===== config.mk =====
export PLATFORM = sky130hd
export DESIGN_NAME = mcycle_sequencer
export DESIGN_NICKNAME = d
export VERILOG_FILES = /design/src/rtl/mcycle_sequencer.sv
export SDC_FILE = /design/constraint.sdc
export NUM_CORES = 1
export LEC_CHECK = 0
export BUFFER_PORTS_ARGS = -buffer_cell sky130_fd_sc_hd__buf_4
export CELL_PAD_IN_SITES_DETAIL_PLACEMENT = 1
export CELL_PAD_IN_SITES_GLOBAL_PLACEMENT = 1
export CORE_ASPECT_RATIO = 1.5
export CORE_UTILIZATION = 25
export DETAILED_ROUTE_END_ITERATION = 7
export MAX_ROUTING_LAYER = met4
export PLACE_DENSITY = 0.62
export SLEW_MARGIN = 20
export SYNTH_ARGS = -nofsm -noshare
export SYNTH_HDL_FRONTEND = slang
export SYNTH_SLANG_ARGS = --single-unit
export TNS_END_PERCENT = 100

===== constraint.sdc =====
create_clock -name clk -period 5.9 [get_ports clk]
set_input_delay 0.295 -clock clk [delete_from_list [all_inputs] [get_ports clk]]
set_output_delay 0.295 -clock clk [all_outputs]
set_load 0.03 [all_outputs]

===== src/rtl/mcycle_sequencer.sv =====
// T-state / M-cycle timing generator: fetch plus decoder-sized execute M-cycles, bus wait stretching, HALT.
// Optional single-step stall state is compiled in when SEQ_STEP_EN is defined.
module mcycle_sequencer #(
  parameter int unsigned        OP_SIZE  = 8,
  parameter int unsigned        MAX_MCYC = 6,
  parameter logic [OP_SIZE-1:0] HALT_OP  = 8'h76
) (
  input  logic                clk,
  input  logic                rst,
  input  logic [OP_SIZE-1:0]  op_next,
  input  logic [2:0]          mcyc_total,
  input  logic [MAX_MCYC-1:0] mem_map,
  input  logic                mem_ready,
  input  logic                irq_pending,
`ifdef SEQ_STEP_EN
  input  logic                step_en,
  input  logic                step_go,
`endif
  output logic [3:0]          t_state,
  output logic [2:0]          m_cycle,
  output logic [OP_SIZE-1:0]  ir,
  output logic                ir_load,
  output logic                mem_req,
  output logic                rf_we,
  output logic                instr_done,
  output logic                halted
);

`ifdef SEQ_STEP_EN
  typedef enum logic [2:0] {
    S_RESET = 3'd0, S_RUN = 3'd1, S_WAIT = 3'd2, S_HALT = 3'd3, S_STEP = 3'd4
  } state_t;
`else
  typedef enum logic [2:0] {
    S_RESET = 3'd0, S_RUN = 3'd1, S_WAIT = 3'd2, S_HALT = 3'd3
  } state_t;
`endif

  localparam logic [3:0] T1 = 4'b0001;
  localparam logic [3:0] T2 = 4'b0010;
  localparam logic [3:0] T3 = 4'b0100;
  localparam logic [3:0] T4 = 4'b1000;
  localparam logic [2:0] MAX_LEN = 3'(MAX_MCYC);

  state_t              state_r, state_s;
  logic [3:0]          t_r, t_s;
  logic [2:0]          m_r, m_s;
  logic [OP_SIZE-1:0]  ir_r, ir_s;
  logic                ir_load_r, ir_load_s;
  logic                mem_req_r, mem_req_s;
  logic                rf_we_r, rf_we_s;
  logic                halted_r, halted_s;
  logic [2:0]          len_r, len_s, len_in_s, len_eff_s;
  logic [7:0]          map_r, map_s, map_in_s, map_eff_s;
  logic                access_s, last_s;

  function automatic logic [2:0] clamp_len(input logic [2:0] n);
    logic [2:0] r;
    if (n == 3'd0) begin
      r = 3'd1;
    end else if (n > MAX_LEN) begin
      r = MAX_LEN;
    end else begin
      r = n;
    end
    return r;
  endfunction

  // During M0 the decoder inputs are live; afterwards the values latched at M0 T4 rule.
  assign len_in_s  = clamp_len(mcyc_total);
  assign map_in_s  = 8'(mem_map) | 8'h01;
  assign len_eff_s = (m_r == 3'd0) ? len_in_s : len_r;
  assign map_eff_s = (m_r == 3'd0) ? map_in_s : map_r;
  assign access_s  = map_eff_s[m_r];
  assign last_s    = ((m_r + 3'd1) >= len_eff_s);

  // Next-state and next-output computation.
  always_comb begin
    state_s = state_r;
    t_s     = t_r;
    m_s     = m_r;
    rf_we_s = 1'b0;
    len_s   = len_r;
    map_s   = map_r;
    case (state_r)
      S_RESET: begin
        state_s = S_RUN;
        t_s     = T1;
        m_s     = 3'd0;
      end
      S_RUN: begin
        case (t_r)
          T1: t_s = T2;
          T2: begin
            if (access_s && !mem_ready) begin
              state_s = S_WAIT;
            end else begin
              t_s = T3;
            end
          end
          T3: t_s = T4;
          T4: begin
            if (m_r == 3'd0) begin
              len_s = len_in_s;
              map_s = map_in_s;
            end else begin
              len_s = len_r;
            end
            if (!last_s) begin
              m_s = m_r + 3'd1;
              t_s = T1;
            end else begin
              rf_we_s = 1'b1;
              m_s     = 3'd0;
              if (ir_r == HALT_OP) begin
                state_s = S_HALT;
                t_s     = 4'b0000;
              end
`ifdef SEQ_STEP_EN
              else if (step_en) begin
                state_s = S_STEP;
                t_s     = 4'b0000;
              end
`endif
              else begin
                t_s = T1;
              end
            end
          end
          default: begin
            state_s = S_RESET;
            t_s     = 4'b0000;
            m_s     = 3'd0;
          end
        endcase
      end
      S_WAIT: begin
        if (mem_ready) begin
          state_s = S_RUN;
          t_s     = T3;
        end else begin
          t_s = T2;
        end
      end
      S_HALT: begin
        if (irq_pending) begin
          state_s = S_RUN;
          t_s     = T1;
          m_s     = 3'd0;
        end else begin
          t_s = 4'b0000;
        end
      end
`ifdef SEQ_STEP_EN
      S_STEP: begin
        if (step_go) begin
          state_s = S_RUN;
          t_s     = T1;
          m_s     = 3'd0;
        end else begin
          t_s = 4'b0000;
        end
      end
`endif
      default: begin
        state_s = S_RESET;
        t_s     = 4'b0000;
        m_s     = 3'd0;
      end
    endcase

    // Opcode is captured on the way into M0 T3, whether or not a wait preceded it.
    ir_load_s = (state_s == S_RUN) && (t_r == T2) && (t_s == T3) && (m_r == 3'd0);
    ir_s      = ir_load_s ? op_next : ir_r;
    mem_req_s = ((state_s == S_RUN) || (state_s == S_WAIT)) &&
                (t_s[0] || t_s[1] || t_s[2]) && map_s[m_s];
    halted_s  = (state_s == S_HALT);
  end

  // State and output registers with synchronous active-low reset.
  always_ff @(posedge clk) begin
    if (!rst) begin
      state_r   <= S_RESET;
      t_r       <= 4'b0000;
      m_r       <= 3'd0;
      ir_r      <= '0;
      ir_load_r <= 1'b0;
      mem_req_r <= 1'b0;
      rf_we_r   <= 1'b0;
      halted_r  <= 1'b0;
      len_r     <= 3'd1;
      map_r     <= 8'h01;
    end else begin
      state_r   <= state_s;
      t_r       <= t_s;
      m_r       <= m_s;
      ir_r      <= ir_s;
      ir_load_r <= ir_load_s;
      mem_req_r <= mem_req_s;
      rf_we_r   <= rf_we_s;
      halted_r  <= halted_s;
      len_r     <= len_s;
      map_r     <= map_s;
    end
  end

  assign t_state    = t_r;
  assign m_cycle    = m_r;
  assign ir         = ir_r;
  assign ir_load    = ir_load_r;
  assign mem_req    = mem_req_r;
  assign rf_we      = rf_we_r;
  assign instr_done = rf_we_r;
  assign halted     = halted_r;

endmodule


==> results.py <==
metrics = {
    "die": {
        "core.rowCount": 38,
        "core_area_mm2": 0.00718,
        "ioPinCount": 41,
        "die_h_um": 107,
        "die_w_um": 72.1,
        "start_util_pct": 25.6,
        "dieArea_mm2": 0.00772,
    },
    "critical_path": {
        "cp-end-kind": "flop",
        "r2r_cells": 12,
        "cp-start-kind": "flop",
        "critPathMaxStageDelay_ns": 0.53,
        "r2r_setup_slack_ns": 2.17,
        "r2r_end": "mem_req",
        "r2r_start": "m_cycle[0]",
        "required_ns": 6.07,
        "cp_slowest_cell": "o21ai_0",
        "critical_path_class": "reg -> reg",
        "crit_chain": "inv_2 -> ha_1 -> or2b_1 -> mux2i_1 -> ha_1 -> nand2_1 -> o21ai_0 -> nor3_2 -> or2_2 -> mux2i_1 -> or3_1 -> a311oi_1",
        "worstPathMaxFanout": 7,
        "startpoint": "m_cycle[0]",
        "worstPathArrival_ns": 3.91,
    },
    "flow_run": {
        "maxCapViolCount": 0,
    },
    "finish": {
        "postLayoutCellArea_mm2": 0.00228,
        "final_common_cell": "buf_4",
        "utilization_pct": 31.7,
        "final.fill_count": 865,
        "synthToLayoutAreaGrowth_pct": 23.8,
        "drive_gt1_share_pct": 22.9,
        "fin_nets": 270,
        "final_cell_mix": "39 x buf_4, 37 x nand2_1, 33 x dfxtp_1",
        "n_antenna_cell": 0,
    },
    "sta": {
        "tns_ns": 0,
        "period_share_pct": 63.3,
        "final_hold_viol_count": 0,
        "slew_headroom_pct": 43.9,
        "fin_ws_ns": 2.17,
        "max_freq_ghz": 0.268,
        "setup_viol": 0,
        "fin_crit_ns": 3.73,
        "skew_ns": 0.00430,
        "drv_slew": 0,
        "rsz0062_at_grt": "false",
        "tightest_slew_ns": 0.842,
    },
    "grt": {
        "first_global_vias": 1665,
        "grt_overflow": 0,
        "grt_max_degree": 40,
        "grt_pass1_wl_um": 7940,
        "grtUsageTotal_pct": 13.7,
        "antenna_found_initial": 0,
    },
    "routing": {
        "first_iter_violations": 41,
        "vias_per_cell": 4.76,
        "wl_per_cell_um": 14.1,
        "firstDrtPassIters": 4,
        "ant_nets": 0,
        "drc": 0,
        "wl_um": 4860,
        "dr_total_vias": 1641,
    },
    "placement": {
        "dpl.hpwl_um": 3690,
        "gp_congestion": 0.804,
        "place_area_mm2": 0.00220,
        "port-buffer-count": 39,
        "place_ws_ns": 2.09,
    },
    "clock_network": {
        "cts-root-buf": "clkbuf_8",
        "cts_tree": "built",
        "cts.sinks": 33,
        "cts.path.max_buffers": 2,
        "cts_setup_buffers": 0,
        "numCtsBuffers": 5,
        "cts_hold_buf": 0,
        "cts_resized": 0,
        "cts.reportedPaths.clkPinSlew_ns": 0.07,
        "htreeDepth": 2,
        "clk_latency_ns": 0.28,
    },
    "logic_synthesis": {
        "avgSynthCellArea_um2": 8.68,
        "seq_area_frac_synth_pct": 35.9,
        "async_reset_ff_share_pct": 0,
        "synth-edff-count": 0,
        "netlist_instances": 212,
        "synth_nets": 238,
        "synthTopCellsByArea": "dfxtp_1 36%, nand2_1 7.5%, mux2i_1 6.5%",
        "yosys.area.top_type": "dfxtp_1",
        "synth_top_area_share_pct": 35.9,
        "yosys_warnings": 0,
        "ys.flop_type": "dfxtp_1",
        "ys_ff_latch": 33,
        "yosysUniqueCellTypes": 55,
        "syn_area_mm2": 0.00184,
    },
    "min_path": {
        "whs_path_depth": 3,
        "worstHoldStart": "op_next[1]",
        "min_delay_worst_endpoint": "ir[1]",
        "hp-class": "in -> reg",
    },
    "power_and_ir_drop": {
        "p_leak_nw": 0.909,
        "p_total_mw": 0.426,
        "vdd_drop_max_mv": 0.0926,
        "powerDensity_mw_per_mm2": 187,
    },
    "outcome": {
        "status": "completed",
    },
}
## state kept, by name, summed over array words and instances, names as in the netlist
signal	cells
m_cycle	3
state_r	3
t_state	4
ir_load	1
map_r	8
ir	8
halted	1
mem_req	1
len_r	3
instr_done	1
## metrics by stage
| stage | hold WS, ns | instances |
|---|---|---|
| after floorplan | 0.418 | 212 |
| after global placement | 0.441 | 337 |
| after detailed placement | 0.457 | 337 |
| after CTS | 0.260 | 345 |
| after global routing | 0.259 | 345 |
| final | 0.266 | 345 |
## cell type report
cell class | instances | area (um^2) | share of cell area (%)
clock buffer | 8 | 80.1 | 3.51
timing repair buffer | 39 | 293 | 12.9
inverter | 5 | 18.8 | 0.824
sequential | 33 | 661 | 29.0
tap | 100 | 125 | 5.49
multi-input combinational | 160 | 1100 | 48.3
## kinds of logic after synthesis
kind of cell | after synthesis | share of synthesized area, %
simple gates | 91 | 26.4
other cells | 1 | 0.204
xor+xnor | 3 | 1.43
fa+ha+maj | 5 | 3.40
mux | 18 | 12.0
compound gates | 42 | 16.3
buf+inv | 19 | 4.28
flops | 33 | 35.9
## cell usage after synthesis (all sizes together) (4+ instances only)
cell type and count:
nand2 38, dfxtp 33, mux2i 13, o21ai 11, clkbuf 10, nor2 10, a21oi 7, and2 7
a21boi 6, ha 5, inv 5, nor2b 5, and3 4, buf 4, nor3 4
## per-layer routing
metal / GRT usage, % / part of all wire [%] / wire length (um)
met2: 24.2 / 54 / 2620
met1: 15.2 / 41 / 2000
met4: 6.02 / 2.4 / 116
met5: - / 0 / 0
met3: 2.07 / 2.3 / 113
## power breakdown
group	switching, mW	internal (mW)	leakage [nW]
clock	0.0815	0.0838	0.0395
sequential	0.00269	0.224	0.267
combinational	0.0169	0.0168	0.603
total	0.101	0.325	0.909
## critical path: cells and delay by family, from the launching register on
family | cells | cell delay, ns
compound gates | 2 | 0.86
fa+ha+maj | 2 | 0.49
buf+inv | 1 | 0.11
flops | 1 | 0.45
mux | 2 | 0.43
simple gates | 5 | 1.30
## worst max path at each step
stage / slack, ns / cells past startpoint / to
3_3_place_gp: 2.15 / 12 / mem_req
3_5_place_dp: 2.09 / 12 / mem_req
6_report: 2.17 / 12 / mem_req
5_1_grt: 1.82 / 12 / mem_req
4_1_cts: 2.06 / 12 / mem_req
2_1_floorplan: 2.48 / 14 / mem_req
Note: power is estimated with default switching activity, not from simulation.
